### src/rtl/mini_logic_arbiter.sv
// mini_logic_arbiter
//   Shares one registered WIDTH-bit bitwise logic unit (OR/AND/XOR/NOR)
//   between four requesters. Requests are granted round-robin. Each result
//   comes back one cycle after its grant, tagged with the requester index,
//   over a valid/ready result port.
//
//   state | meaning
//   ------+--------------------------------------------------------
//   EMPTY | result register holds nothing; any request may be captured
//   FULL  | result register holds an unconsumed result (res_valid=1)
//
// Ports:
//   clk        clock, rising edge
//   rst        asynchronous active-high reset
//   req[3:0]   per-requester request
//   op[7:0]    2-bit opcode per requester (00 OR, 01 AND, 10 XOR, 11 NOR)
//   a, b       4*WIDTH packed operands, requester i at [WIDTH*i +: WIDTH]
//   gnt[3:0]   combinational one-hot grant
//   res_valid  result register holds an unconsumed result
//   res_id     requester that owns res_data
//   res_data   computed result
//   res_ready  consumer accepts the result when res_valid && res_ready
module mini_logic_arbiter #(
  parameter int WIDTH = 16
) (
  input  logic               clk,
  input  logic               rst,
  input  logic [3:0]         req,
  input  logic [7:0]         op,
  input  logic [4*WIDTH-1:0] a,
  input  logic [4*WIDTH-1:0] b,
  output logic [3:0]         gnt,
  output logic               res_valid,
  output logic [1:0]         res_id,
  output logic [WIDTH-1:0]   res_data,
  input  logic               res_ready
);

  typedef enum logic {
    EMPTY = 1'b0,
    FULL  = 1'b1
  } state_t;

  localparam logic [1:0] OP_OR  = 2'b00;
  localparam logic [1:0] OP_AND = 2'b01;
  localparam logic [1:0] OP_XOR = 2'b10;
  localparam logic [1:0] OP_NOR = 2'b11;

  state_t             state_q;
  state_t             state_d;
  logic [1:0]         ptr_q;
  logic [1:0]         res_id_q;
  logic [WIDTH-1:0]   res_data_q;

  logic               cap;
  logic               found;
  logic [1:0]         win;
  logic [1:0]         idx;
  logic [1:0]         op_w;
  logic [WIDTH-1:0]   a_w;
  logic [WIDTH-1:0]   b_w;
  logic [WIDTH-1:0]   f_w;

  // Round-robin search starting at ptr_q; the first set request wins.
  always_comb begin
    found = 1'b0;
    win   = 2'd0;
    idx   = 2'd0;
    for (int k = 0; k < 4; k++) begin
      idx = ptr_q + 2'(k);
      if (!found && req[idx]) begin
        found = 1'b1;
        win   = idx;
      end
    end
  end

  // The result slot is free when EMPTY, or when the held result is being
  // consumed this same cycle. rst gates the grant so nothing is handed out
  // while the block is held in reset.
  assign cap = found && !rst && (state_q == EMPTY || res_ready);

  always_comb begin
    gnt = 4'b0000;
    if (cap) begin
      gnt[win] = 1'b1;
    end
  end

  // Operand mux for the winning requester and the shared logic unit.
  always_comb begin
    op_w = op[2*win +: 2];
    a_w  = a[WIDTH*win +: WIDTH];
    b_w  = b[WIDTH*win +: WIDTH];
    f_w  = '0;
    case (op_w)
      OP_OR:   f_w = a_w | b_w;
      OP_AND:  f_w = a_w & b_w;
      OP_XOR:  f_w = a_w ^ b_w;
      OP_NOR:  f_w = ~(a_w | b_w);
      default: f_w = '0;
    endcase
  end

  // Next-state logic.
  always_comb begin
    state_d = state_q;
    case (state_q)
      EMPTY: begin
        if (cap) begin
          state_d = FULL;
        end
      end
      FULL: begin
        if (cap) begin
          state_d = FULL;
        end else if (res_ready) begin
          state_d = EMPTY;
        end
      end
      default: state_d = EMPTY;
    endcase
  end

  always_ff @(posedge clk or posedge rst) begin
    if (rst) begin
      state_q <= EMPTY;
    end else begin
      state_q <= state_d;
    end
  end

  // Result register and priority pointer only move on a capture; a plain
  // consume leaves res_id/res_data holding their last values.
  always_ff @(posedge clk or posedge rst) begin
    if (rst) begin
      ptr_q      <= 2'd0;
      res_id_q   <= 2'd0;
      res_data_q <= '0;
    end else if (cap) begin
      ptr_q      <= win + 2'd1;
      res_id_q   <= win;
      res_data_q <= f_w;
    end
  end

  assign res_valid = (state_q == FULL);
  assign res_id    = res_id_q;
  assign res_data  = res_data_q;

endmodule

### config.mk
export PLATFORM = sky130hd
export DESIGN_NAME = mini_logic_arbiter
export DESIGN_NICKNAME = d
export VERILOG_FILES = /design/src/rtl/mini_logic_arbiter.sv
export SDC_FILE = /design/constraint.sdc
export NUM_CORES = 1
export LEC_CHECK = 0
export ABC_AREA = 1
export CORE_UTILIZATION = 44
export DETAILED_ROUTE_END_ITERATION = 8
export GPL_ROUTABILITY_DRIVEN = 0
export PLACE_DENSITY_LB_ADDON = 0.05
export SLEW_MARGIN = 20
export SYNTH_ARGS = -nofsm -noshare
export SYNTH_HDL_FRONTEND = slang
export SYNTH_SLANG_ARGS = --single-unit
### constraint.sdc
create_clock -name clk -period 3 [get_ports clk]
set_input_delay 0.75 -clock clk [delete_from_list [all_inputs] [get_ports clk]]
set_output_delay 0.75 -clock clk [all_outputs]
set_load 0.05 [all_outputs]
==> Word-level counts from Yosys, hierarchy flattened <==
Cells that the tools add are included.
{ "op_classes": {"n_addsub": 4, "n_mul": 0, "div_mod_pow": 0, "n_lt_le_gt_ge": 6, "n_eq_ne": 3, "n_shift": 3, "mux": 24, "bitwise": 5, "n_reduce_logical": 12} }
{ "op_table": {"columns": ["op", "n"], "rows": [
  ["$shiftx A64 B7 Y16", 2],
  ["$pmux W16 S4", 1],
  ["$and A16 B16 Y16", 1],
  ["$not A16 Y16", 1],
  ["$or A16 B16 Y16", 1],
  ["$xor A16 B16 Y16", 1],
  ["$lt A2 B3 Y1 const B", 5],
  ["$mux W1", 12],
  ["$bmux W1 S2", 4],
  ["$mux W2", 4],
  ["$shiftx A8 B4 Y2", 1],
  ["$logic_and A1 B1 Y1", 6],
  ["$add A2 B1 Y2 const B", 2],
  ["$add A2 B2 Y2 const B", 2],
  ["$eq A2 B2 Y1 const B", 2],
  ["$logic_not A1 Y1", 4],
  ["$mux W4", 1],
  ["$demux W1 S2", 1],
  ["$eq A2 B1 Y1 const B", 1],
  ["$ge A2 B1 Y1 const B", 1],
  ["$logic_not A2 Y1", 1],
  ["$pmux W1 S2", 1],
  ["$logic_or A1 B1 Y1", 1],
  ["$not A1 Y1", 1]
]} }
{ "word_totals": {"register_bits": 21, "latchBits": 0, "mem_bits_rw": 0, "mem_bits_ro": 0, "in_bits": 143, "elab_cells": 61, "n_memories": 0} }

==> Depth between registers and ports, before layout <==
{ "logic_depth": {"ltp_word": 17, "ltp_mapped": 24} }

==> Worst setup path before layout <==
No wires, ideal clock.
{ "synth_timing": {"path_type": "input -> output", "start": "in req[3]", "end": "out gnt[0]", "arrival_time_ns": 2.716, "t_required_ns": 2.250, "setup_slack_ns": -0.466, "cell_stages": 12, "cell_sequence": "inv_1 -> nand2_1 -> nand3_1 -> nand2_2 -> nor2_4 -> nand3_1 -> nand2_4 -> buf_2 -> buf_2 -> ha_1 -> inv_1 -> nor2_1"} }
{ "synth_via": {"elab_chain_cells": 17, "word_cells_on_any_way": 30, "classes_between": "order compare: 2; mux: 19; reduce/logical: 9"} }
{ "synth_rtl": {"columns": ["element", "line_no", "source"], "rows": [
  ["start, declared", "28", "input logic [3:0] req,"],
  ["$bmux W1 S2", "71", "if (!found && req[idx]) begin"],
  ["$mux W1 (implied by the code)", "71", null],
  ["$mux W1", "71", null],
  ["$logic_not A1 Y1", "71", null],
  ["$logic_and A1 B1 Y1", "71", null],
  ["$mux W1", "71", null],
  ["$logic_not A1 Y1", "71", null],
  ["$logic_and A1 B1 Y1", "71", null],
  ["$mux W1", "71", null],
  ["$logic_not A1 Y1", "71", null],
  ["$logic_and A1 B1 Y1", "71", null],
  ["$mux W2", "71", null],
  ["$lt A2 B3 Y1 (implied by the code) or $ge A2 B1 Y1 (tied branches)", "86", "gnt[win] = 1'b1;"],
  ["$logic_and A1 B1 Y1 (implied by the code)", "86", null],
  ["$mux W1 (implied by the code)", "86", null],
  ["$demux W1 S2", "86", null],
  ["$mux W4 *", "85", "if (cap) begin"],
  ["end, declared", "32", "output logic [3:0] gnt,"]
]} }
Every way passes the cells marked *; elsewhere a longest branch is shown, timed or not. The select of a mux whose other input is x is not followed.

==> Worst setup path after layout <==
{ "layout_timing": {"start": "reg ptr_q[0]", "end": "out gnt[0]"} }
{ "layout_via": {"elab_chain_cells": 17, "word_cells_on_any_way": 33, "classes_between": "add/sub: 3; order compare: 2; mux: 19; reduce/logical: 9"} }
{ "layout_rtl": {"columns": ["element", "line_no", "source"], "rows": [
  ["start, declared", "51", "logic [1:0] ptr_q;"],
  ["start signal, assigned", "141", "ptr_q <= win + 2'd1;"],
  ["branches (longest 16 deep; another with $lt A2 B3 Y1)", null, null],
  ["$mux W4 *", "85", null]
]} }
Mark *: on every way between the ends. The select of a mux whose other input is x is not followed.

==> results.sh <==
export IMPL_cts_tree="built"
export IMPL_fin_crit_ns=3.09
export IMPL_ant_nets=0
export IMPL_grt_ovfl_total=0
export IMPL_drive_above_1_share=0.230
export IMPL_synth_area_top_cells="nand2_1 20%, dfrtp_1 14%, inv_1 12%"
export IMPL_cap_violations=0
export IMPL_crit_end="gnt[0]"
export IMPL_totalWireLength_um=14700
export IMPL_grt_busiest_layer="met2"
export IMPL_netlist_instances=644
export IMPL_report_final_slew_viol_count=0
export IMPL_syn_to_final_growth_pct=75.1
export IMPL_min_period_over_period=1.03
export IMPL_rr_worst_depth=19
export IMPL_grt_max_degree=43
export IMPL_skew_ns=0.00605
export IMPL_design_core_area_um2=8300
export IMPL_antenna_found_initial=0
export IMPL_grt_pass1_wl_um=22200
export IMPL_violations="negative setup slack"
export IMPL_setup_viol=10
export IMPL_initial_utilization=0.458
export IMPL_nets=1045
export IMPL_r2r_setup_slack_ns=-0.04
export IMPL_io_buffer_count=165
export IMPL_global_route_usage_met3=0.0314
export IMPL_viasPerCell=5.15
export IMPL_vias=4994
export IMPL_yosysSeqAreaShare=0.138
export IMPL_track_usage=0.316
export IMPL_clock_root_buffer="clkbuf_8"
export IMPL_grt_pass1_vias=4824
export IMPL_drt_initial_drc_count=243
export IMPL_cp_arrival_ns=2.34
export IMPL_cp_end_kind="output port"
export IMPL_grt_setup_unrepaired="true"
export IMPL_n_fill_cell=578
export IMPL_rows=33
export IMPL_startpoint_type="register"
export IMPL_relSlewSlack=0.657
export IMPL_dr_pass1_iters=5
export IMPL_cts_clk_slew_worst_paths_ns=0.08
export IMPL_clk_latency_ns=0.26
export IMPL_die_area_um2=9020
export IMPL_fin_area_um2=6660
export IMPL_cp_max_fo=6
export IMPL_worst_pin_slew_ns=0.513
export IMPL_clockBufferDepth=2
export IMPL_worst_endpoint_required_ns=2.25
export IMPL_yosys_warnings=0
export IMPL_post_drt_wl_per_cell_um=15.2
export IMPL_syn_area_um2=3800
export IMPL_pin_count=166
export IMPL_status="finished with violations"
export IMPL_path_class="register to output port"
export IMPL_synth_top_area_frac=0.203
export IMPL_drc=0
export IMPL_numCtsBuffers=3
export IMPL_synth_cell_types=30
export IMPL_die_x_um=95.0
export IMPL_die_h_um=95.0
export IMPL_startpoint="ptr_q[0]"
export IMPL_syn_area_per_cell_um2=5.90
export IMPL_grt_use_met2=0.571
export IMPL_diodes=0
export IMPL_hp_class="register to register"
export IMPL_h_tree_depth=1
export IMPL_final_cell_mix="193 x nand2_1, 157 x clkdlybuf4s50_1, 112 x inv_1"
export IMPL_clock_sinks=21
export IMPL_met1_usage=0.399
export IMPL_dp_hpwl_um=10900
export IMPL_synth_net_count=823
export IMPL_layout_setup_ws_ns=-0.0896
export IMPL_final_common_cell="nand2_1"
export IMPL_reg2reg_to="res_data[3]"
export IMPL_fin_setup_tns_ns=-0.478
export IMPL_cts_hold_buf=0
export IMPL_yosys_area_top_type="nand2_1"
export IMPL_fmax_ghz=0.324
export IMPL_dpl_instance_area_um2=6000
export IMPL_worstReg2RegStart="ptr_q[0]"
export IMPL_finalHoldViolCount=0
export IMPL_synth_seq_cells=21
==> how the worst min path moves through the flow <==
stage,start,to,slack (ns),cells after the start
final,res_data[13],res_data[13],0.49,2
after global routing,res_id[1],res_id[1],0.51,2
after CTS,res_data[10],res_data[10],0.49,2
after detailed placement,res_data[10],res_data[10],0.47,2
after global placement,res_data[0],res_data[0],0.47,2
after floorplan,ptr_q[1],ptr_q[1],0.62,2
==> through the flow <==
stage | setup slack (ns) | utilization | hold slack (ns) | std cells
2_1_floorplan | 0.00539 | - | 0.620 | 644
3_3_place_gp | -0.576 | 0.723 | 0.466 | 938
3_5_place_dp | -0.620 | 0.723 | 0.471 | 938
4_1_cts | 0.00170 | 0.765 | 0.492 | 959
5_1_grt | -0.172 | 0.802 | 0.514 | 970
6_report | -0.0896 | 0.802 | 0.491 | 970
==> logic make-up (layout without fill, tap and decap cells) <==
| kind of cell | count (synthesis) | count (layout) | share of synthesized area |
|---|---|---|---|
| simple gates | 353 | 353 | 0.424 |
| buf+inv | 168 | 389 | 0.188 |
| compound gates | 66 | 66 | 0.132 |
| fa+ha+maj | 36 | 36 | 0.118 |
| flops | 21 | 21 | 0.138 |
==> cell usage after synthesis <==
master and count:
ha_1 36, nand3_2 4, nand4_1 8, inv_6 1
nand2_2 9, or2_1 23, or2_0 2, buf_1 1
o21a_1 1, a32oi_1 26, nand3_4 2, o211ai_1 1
inv_1 121, dfrtp_1 21, clkbuf_1 7, inv_2 10
nor2_1 21, a21oi_1 15, o21ai_0 16, buf_6 6
o21ai_1 1, a32oi_2 6, or2_2 5, nand2_4 3
buf_4 2, nor2_2 1, nand2_1 206, nor2_4 1
nand3_1 68, buf_2 20
==> timing repair <==
item	4_1_cts	5_1_grt
gates cloned	2	0
setup endpoints to repair	20	20
pin swaps	22	46
buffers inserted	15	12
resized for setup	56	55
==> final cells by class <==
cell class	count	area (um^2)	share of cell area
Clock buffer	4	45.0	0.00677
Inverter	132	510	0.0767
Multi-Input combinational cell	455	2910	0.437
Sequential cell	21	528	0.0793
Tap cell	105	131	0.0197
Timing Repair Buffer	253	2530	0.381
==> registers in the layout, indices dropped and copies added, names as in the netlist <==
name       flops
ptr_q          2
res_data      16
res_id         2
res_valid      1
==> per-layer routing <==
layer	vias up	wire, um
li1	2461	-
met1	2303	6270
met2	205	7190
met3	25	909
met4	0	335
met5	-	0
==> critical path: stages (launching register included) <==
cell      delay, ns
dfrtp_2        0.49
clkinv_4       0.11
buf_6          0.13
nand2_2        0.07
nand3_2        0.15
nand2_4        0.09
nor2_4         0.18
nand3_2        0.10
nand3_2        0.09
nand2_4        0.12
buf_6          0.14
ha_2           0.17
inv_2          0.06
nor2_4         0.03
buf_6          0.14
Power is left out: the tool's default activity adds up to more than one toggle a clock period on the data nets, which glitch-free logic cannot reach.
